$ cat src/rtl/operand_bank_writer.sv
// operand_bank_writer
// Converts a row-major element stream of an R x C operand matrix into
// per-bank one-hot write enables, a shared bank-local address and a
// registered data copy. ROW mode spreads matrix rows across banks. COL mode
// spreads matrix columns across banks, which stores the transpose.
// Addresses are built incrementally; no multiply or divide is used.
module operand_bank_writer #(
   parameter int NBANK        = 4,
   parameter int MATRIXSIZE_W = 16,
   parameter int ADDR_W       = 12,
   parameter int DATA_W       = 8
) (
   input  logic                    clk,
   input  logic                    rst,
   input  logic                    start,
   input  logic                    cfg_mode,
   input  logic [MATRIXSIZE_W-1:0] cfg_rows,
   input  logic [MATRIXSIZE_W-1:0] cfg_cols,
   input  logic [ADDR_W-1:0]       cfg_base,
   input  logic                    in_valid,
   input  logic [DATA_W-1:0]       in_data,
   output logic                    in_ready,
   output logic [NBANK-1:0]        wr_en,
   output logic [ADDR_W-1:0]       wr_addr,
   output logic [DATA_W-1:0]       wr_data,
   output logic                    busy,
   output logic                    done
);

   localparam int BANK_W = (NBANK > 1) ? $clog2(NBANK) : 1;
   localparam logic [BANK_W-1:0] BANK_LAST = BANK_W'(NBANK - 1);

   typedef enum logic {IDLE = 1'b0, BUSY = 1'b1} state_t;

   state_t                  state_reg, state_next;

   // Frame configuration captured on an accepted start
   logic                    mode_reg;
   logic [MATRIXSIZE_W-1:0] rows_reg, cols_reg;
   logic [ADDR_W-1:0]       base_reg;

   // Position and address-generation counters
   logic [MATRIXSIZE_W-1:0] r_cnt_reg, r_cnt_next;
   logic [MATRIXSIZE_W-1:0] c_cnt_reg, c_cnt_next;
   logic [BANK_W-1:0]       bank_reg, bank_next;
   logic [ADDR_W-1:0]       goff_reg, goff_next;

   // Registered write port
   logic [NBANK-1:0]        wr_en_reg, wr_en_next;
   logic [ADDR_W-1:0]       wr_addr_reg;
   logic [DATA_W-1:0]       wr_data_reg;
   logic                    done_reg, done_next;

   logic                    start_ok, zero_size, accept;
   logic                    last_col, last_row, last_elem;
   logic [ADDR_W-1:0]       rows_a, cols_a, local_a, addr_cur;

   assign start_ok  = start && (state_reg == IDLE);
   assign zero_size = (cfg_rows == '0) || (cfg_cols == '0);
   assign accept    = in_valid && (state_reg == BUSY);
   assign last_col  = (c_cnt_reg == cols_reg - MATRIXSIZE_W'(1));
   assign last_row  = (r_cnt_reg == rows_reg - MATRIXSIZE_W'(1));
   assign last_elem = last_col && last_row;

   // Dimensions and the in-group index reduced to address width; the
   // arithmetic wraps modulo 2^ADDR_W by construction.
   assign rows_a   = ADDR_W'(rows_reg);
   assign cols_a   = ADDR_W'(cols_reg);
   assign local_a  = mode_reg ? ADDR_W'(r_cnt_reg) : ADDR_W'(c_cnt_reg);
   assign addr_cur = base_reg + goff_reg + local_a;

   // One-hot bank decode of the current element, gated by the handshake
   generate
      for (genvar gi = 0; gi < NBANK; gi++) begin : g_bank_sel
         assign wr_en_next[gi] = accept && (bank_reg == BANK_W'(gi));
      end
   endgenerate

   // Frame ends on the last accept, or straight away for an empty matrix
   assign done_next = (start_ok && zero_size) || (accept && last_elem);

   // State register
   always_ff @(posedge clk) begin
      if (rst) begin
         state_reg <= IDLE;
      end else begin
         state_reg <= state_next;
      end
   end

   // Next-state logic: empty frames never leave IDLE
   always_comb begin
      state_next = state_reg;
      case (state_reg)
         IDLE:    if (start && !zero_size) state_next = BUSY;
         BUSY:    if (accept && last_elem) state_next = IDLE;
         default: state_next = IDLE;
      endcase
   end

   // FSM outputs
   always_comb begin
      in_ready = (state_reg == BUSY);
      busy     = (state_reg == BUSY);
   end

   // Counter advance: ROW mode rotates the bank per matrix row and bumps the
   // group offset by C on a bank wrap; COL mode rotates the bank per element,
   // bumps the offset by R on a wrap, and restarts both at each row end.
   always_comb begin
      r_cnt_next = r_cnt_reg;
      c_cnt_next = c_cnt_reg;
      bank_next  = bank_reg;
      goff_next  = goff_reg;
      if (start_ok) begin
         r_cnt_next = '0;
         c_cnt_next = '0;
         bank_next  = '0;
         goff_next  = '0;
      end else if (accept) begin
         if (!mode_reg) begin
            if (last_col) begin
               c_cnt_next = '0;
               r_cnt_next = r_cnt_reg + MATRIXSIZE_W'(1);
               if (bank_reg == BANK_LAST) begin
                  bank_next = '0;
                  goff_next = goff_reg + cols_a;
               end else begin
                  bank_next = bank_reg + BANK_W'(1);
               end
            end else begin
               c_cnt_next = c_cnt_reg + MATRIXSIZE_W'(1);
            end
         end else begin
            if (last_col) begin
               c_cnt_next = '0;
               r_cnt_next = r_cnt_reg + MATRIXSIZE_W'(1);
               bank_next  = '0;
               goff_next  = '0;
            end else begin
               c_cnt_next = c_cnt_reg + MATRIXSIZE_W'(1);
               if (bank_reg == BANK_LAST) begin
                  bank_next = '0;
                  goff_next = goff_reg + rows_a;
               end else begin
                  bank_next = bank_reg + BANK_W'(1);
               end
            end
         end
      end
   end

   // Counter registers
   always_ff @(posedge clk) begin
      if (rst) begin
         r_cnt_reg <= '0;
         c_cnt_reg <= '0;
         bank_reg  <= '0;
         goff_reg  <= '0;
      end else begin
         r_cnt_reg <= r_cnt_next;
         c_cnt_reg <= c_cnt_next;
         bank_reg  <= bank_next;
         goff_reg  <= goff_next;
      end
   end

   // Capture the frame configuration only when a start is honoured
   always_ff @(posedge clk) begin
      if (rst) begin
         mode_reg <= 1'b0;
         rows_reg <= '0;
         cols_reg <= '0;
         base_reg <= '0;
      end else if (start_ok) begin
         mode_reg <= cfg_mode;
         rows_reg <= cfg_rows;
         cols_reg <= cfg_cols;
         base_reg <= cfg_base;
      end
   end

   // Write port register: one cycle after each accept; address and data hold
   // between writes while the enable drops back to zero
   always_ff @(posedge clk) begin
      if (rst) begin
         wr_en_reg   <= '0;
         wr_addr_reg <= '0;
         wr_data_reg <= '0;
         done_reg    <= 1'b0;
      end else begin
         wr_en_reg <= wr_en_next;
         done_reg  <= done_next;
         if (accept) begin
            wr_addr_reg <= addr_cur;
            wr_data_reg <= in_data;
         end
      end
   end

   assign wr_en   = wr_en_reg;
   assign wr_addr = wr_addr_reg;
   assign wr_data = wr_data_reg;
   assign done    = done_reg;

endmodule

$ cat config.mk
export PLATFORM = sky130hd
export DESIGN_NAME = operand_bank_writer
export DESIGN_NICKNAME = d
export VERILOG_FILES = /design/src/rtl/operand_bank_writer.sv
export SDC_FILE = /design/constraint.sdc
export NUM_CORES = 1
export LEC_CHECK = 0
export ABC_AREA = 1
export BUFFER_PORTS_ARGS = -buffer_cell sky130_fd_sc_hd__buf_2
export CAP_MARGIN = 10
export CORE_MARGIN = 5
export CORE_UTILIZATION = 50
export CTS_CLUSTER_DIAMETER = 200
export DETAILED_ROUTE_END_ITERATION = 12
export PLACE_DENSITY = 0.76
export SLEW_MARGIN = 20
export SYNTH_ARGS = -nofsm -noshare
export SYNTH_HDL_FRONTEND = slang
export SYNTH_SLANG_ARGS = --single-unit
$ cat constraint.sdc
create_clock -name clk -period 3 [get_ports clk]
set_input_delay 0.45 -clock clk [delete_from_list [all_inputs] [get_ports clk]]
set_output_delay 0.45 -clock clk [all_outputs]
set_load 0.02 [all_outputs]
==> impl_metrics.toml <==
[synth]
ys_warn_count = 0
synthXorXnorAreaFrac = 0.06627
synth.distinct_cells = 41
synth_seq_cells = 117
syn_avg_cell_area_um2 = 6.488
synth_area_mm2 = 0.008194
synth_fa_ha_area_frac = 0.09528
synth_simple_gate_area_frac = 0.3396
synth-compound-area-share = 0.1293
synth_mux_area_frac = 0
synth_top_family_by_area = "simple AND/OR/NAND/NOR gates"
synth-seq-area-share = 0.2858
synthCells = 1263
synth_fp_nets = 1374

[drt]
routed_wl_um = 23600
drc = 0
firstDrtPassIters = 5
drt_iter0_markers = 610
ant_nets = 0
wire_per_inst_um = 14.97
routed_via_density = 5.239
via_count = 8262

[min_path]
min_path_type = "primary input to flop"

[global_route]
grt_pass1_wl_um = 38480
antenna_found_initial = 0
overflow = 0
grt_max_degree = 44
grt_pass1_vias = 7611
grt.total_usage = 0.2460

[sta]
maxSlewHeadroom = 0.5111
tightest_slew_ns = 0.7325
fin_worst_skew_ns = 0.006904
final-max-slew-violation-count = 0
hold_viol = 0
fin_crit_sh = 0.9349
setup_viol = 0
hold_ws_ns = 0.2506
fmax_mhz = 356.6
fin_crit_ns = 2.805

[layout]
final_cells = 1577
fin_nets = 1460
layout_common_cells = "303 x nand2_1, 206 x nor2_1, 133 x inv_1"
area_growth_pct = 15.99
final_common_cell = "nand2_1"
drive_gt1_frac = 0.1220
fillers = 1532
antenna_cells = 0

[place]
dpl.hpwl_um = 18170
place.gp.congestion = 0.9513
io_buffer_count = 83
post-place-cells = 1544

[clock_tree]
clock_path_buffers = 2
tritoncts = "yes"
worstSkewPairLatency_ns = 0.42
cts_buffers = 17
clkTransAtPathRegs_ns = 0.06
cts_sinks = 117
htreeDepth = 4
cts_root_buffer = "clkbuf_16"

[job]
max-cap-violations = 0

[worst_setup_path]
cp_data_arrival_time_ns = 3.18
worst-path-max-fanout = 43
crit_chain = "buf_12, nand2_1, o21ai_0, fa_1, ha_1, inv_1, fa_1, inv_1, a21o_1, nand2_1, nand3_1, o21ai_0, or2_2, nand3_1, nand2_1, inv_1"
slowest_stage = "fa_1"
slowest_delay_ns = 0.50
cp.required_ns = 3.38
cp.buffers_inverters = 4
cp_top_family = "adder cells"
crit_type = "flop to flop"
endpoint_kind = "flop"
startpoint_type = "flop"

[floorplanning]
dieWidth_um = 138.0
die_h_um = 138.0
io_pins = 84
dieArea_mm2 = 0.01905
core_area_mm2 = 0.01600
rows = 46
initial_core_util = 0.5121

[power_and_ir_drop]
powerDensity_mw_per_mm2 = 484.4
ir_worst_vdd_mv = 0.3793
leakagePower_uw = 0.004590

[outcome]
outcome = "finished, final reports clean"
-- cell type report --
class                           count  area, µm²  area share
Sequential cell                   117       2342      0.2464
Timing Repair Buffer              103      590.6     0.06214
Multi-Input combinational cell    970       5177      0.5448
Clock inverter                     13      158.9     0.01672
Tap cell                          216      270.3     0.02844
Clock buffer                       18      439.2     0.04621
Inverter                          140      525.5     0.05529
-- stage by stage --
stage                     utilization  worst slack, ns  power (µW)  area, µm²  setup TNS, ns
after detailed placement       0.5551           0.2217        2547       8882              0
after CTS                      0.5925           0.2104        4619       9480              0
final                          0.5940           0.1954        4604       9504              0
after floorplan                     -          0.06644        2307       8197              0
after global placement         0.5551           0.2626        2538       8882              0
after global routing           0.5940        -0.001941        4828       9504      -0.001941
-- routing by layer --
metal,wire length [µm],vias up,global-route usage
met5,0,-,0
met4,467,0,0.06604
met3,1470,33,0.05069
met2,10710,279,0.3944
met1,10960,3710,0.3384
li1,-,4240,-
-- report_power, final --
group / switching, µW / internal (µW) / total [µW] / leakage (µW)
clock network: 757 / 1320 / 2070 / 0.000288
logic: 529 / 286 / 815 / 0.00335
registers: 88.7 / 1630 / 1720 / 0.000956
total: 1370 / 3230 / 4600 / 0.00459
-- worst min-delay path, cell delays in order --
cell	delay (ns)
buf_2	0.07
nor2_1	0.03
nor2_1	0.08
-- timing repair --
item                                    4_1_cts  5_1_grt
hold buffers                                  0        0
buffers inserted                              0        2
endpoints found under the setup margin        0       11
resized for setup                             0        3
-- synth_stat cells (all sizes together) --
library cell    n  share of area
a21o            2         0.0018
o21a            1        0.00092
nor2          217           0.11
nor3b           5         0.0046
o21ai         106          0.065
o21bai          5         0.0046
and2            2         0.0015
dfxtp         117           0.29
xnor2          20          0.021
nand4          13         0.0099
nand2         306           0.14
a31oi           4         0.0031
nand3b          7         0.0064
fa             14          0.034
or2             6         0.0046
nand3          72          0.047
buf            10         0.0075
o22ai           1        0.00076
xor2           42          0.045
ha             40          0.061
clkbuf         26          0.012
nor3           13         0.0079
inv           140          0.064
a21oi          76          0.046
o211ai          2         0.0018
o2111ai         4         0.0043
nor4           11         0.0084
o31ai           1        0.00092
-- path summary, 6_finish.rpt --
| kind | endpoint | slack [ns] | cells after the start | start |
|---|---|---|---|---|
| worst min-delay path | base_reg[4] | 0.25 | 3 | cfg_base[4] |
| worst max-delay path | wr_addr[9] | 0.20 | 16 | mode_reg |
| worst min register to register | wr_data[6] | 0.47 | 2 | wr_data[6] |
| worst max register to register | wr_addr[9] | 0.20 | 16 | mode_reg |
-- cell families (layout without fill, tap and decap cells) --
| logic type | Yosys count | after routing |
|---|---|---|
| AOI/OAI and AO/OA | 202 | 202 |
| DFF | 117 | 117 |
| xor gates and xnor gates | 62 | 62 |
| buffers and inverters | 176 | 274 |
| adders and majority gates | 54 | 54 |
| and+or+nand+nor | 652 | 652 |
Note: power is estimated with default switching activity, not from simulation.
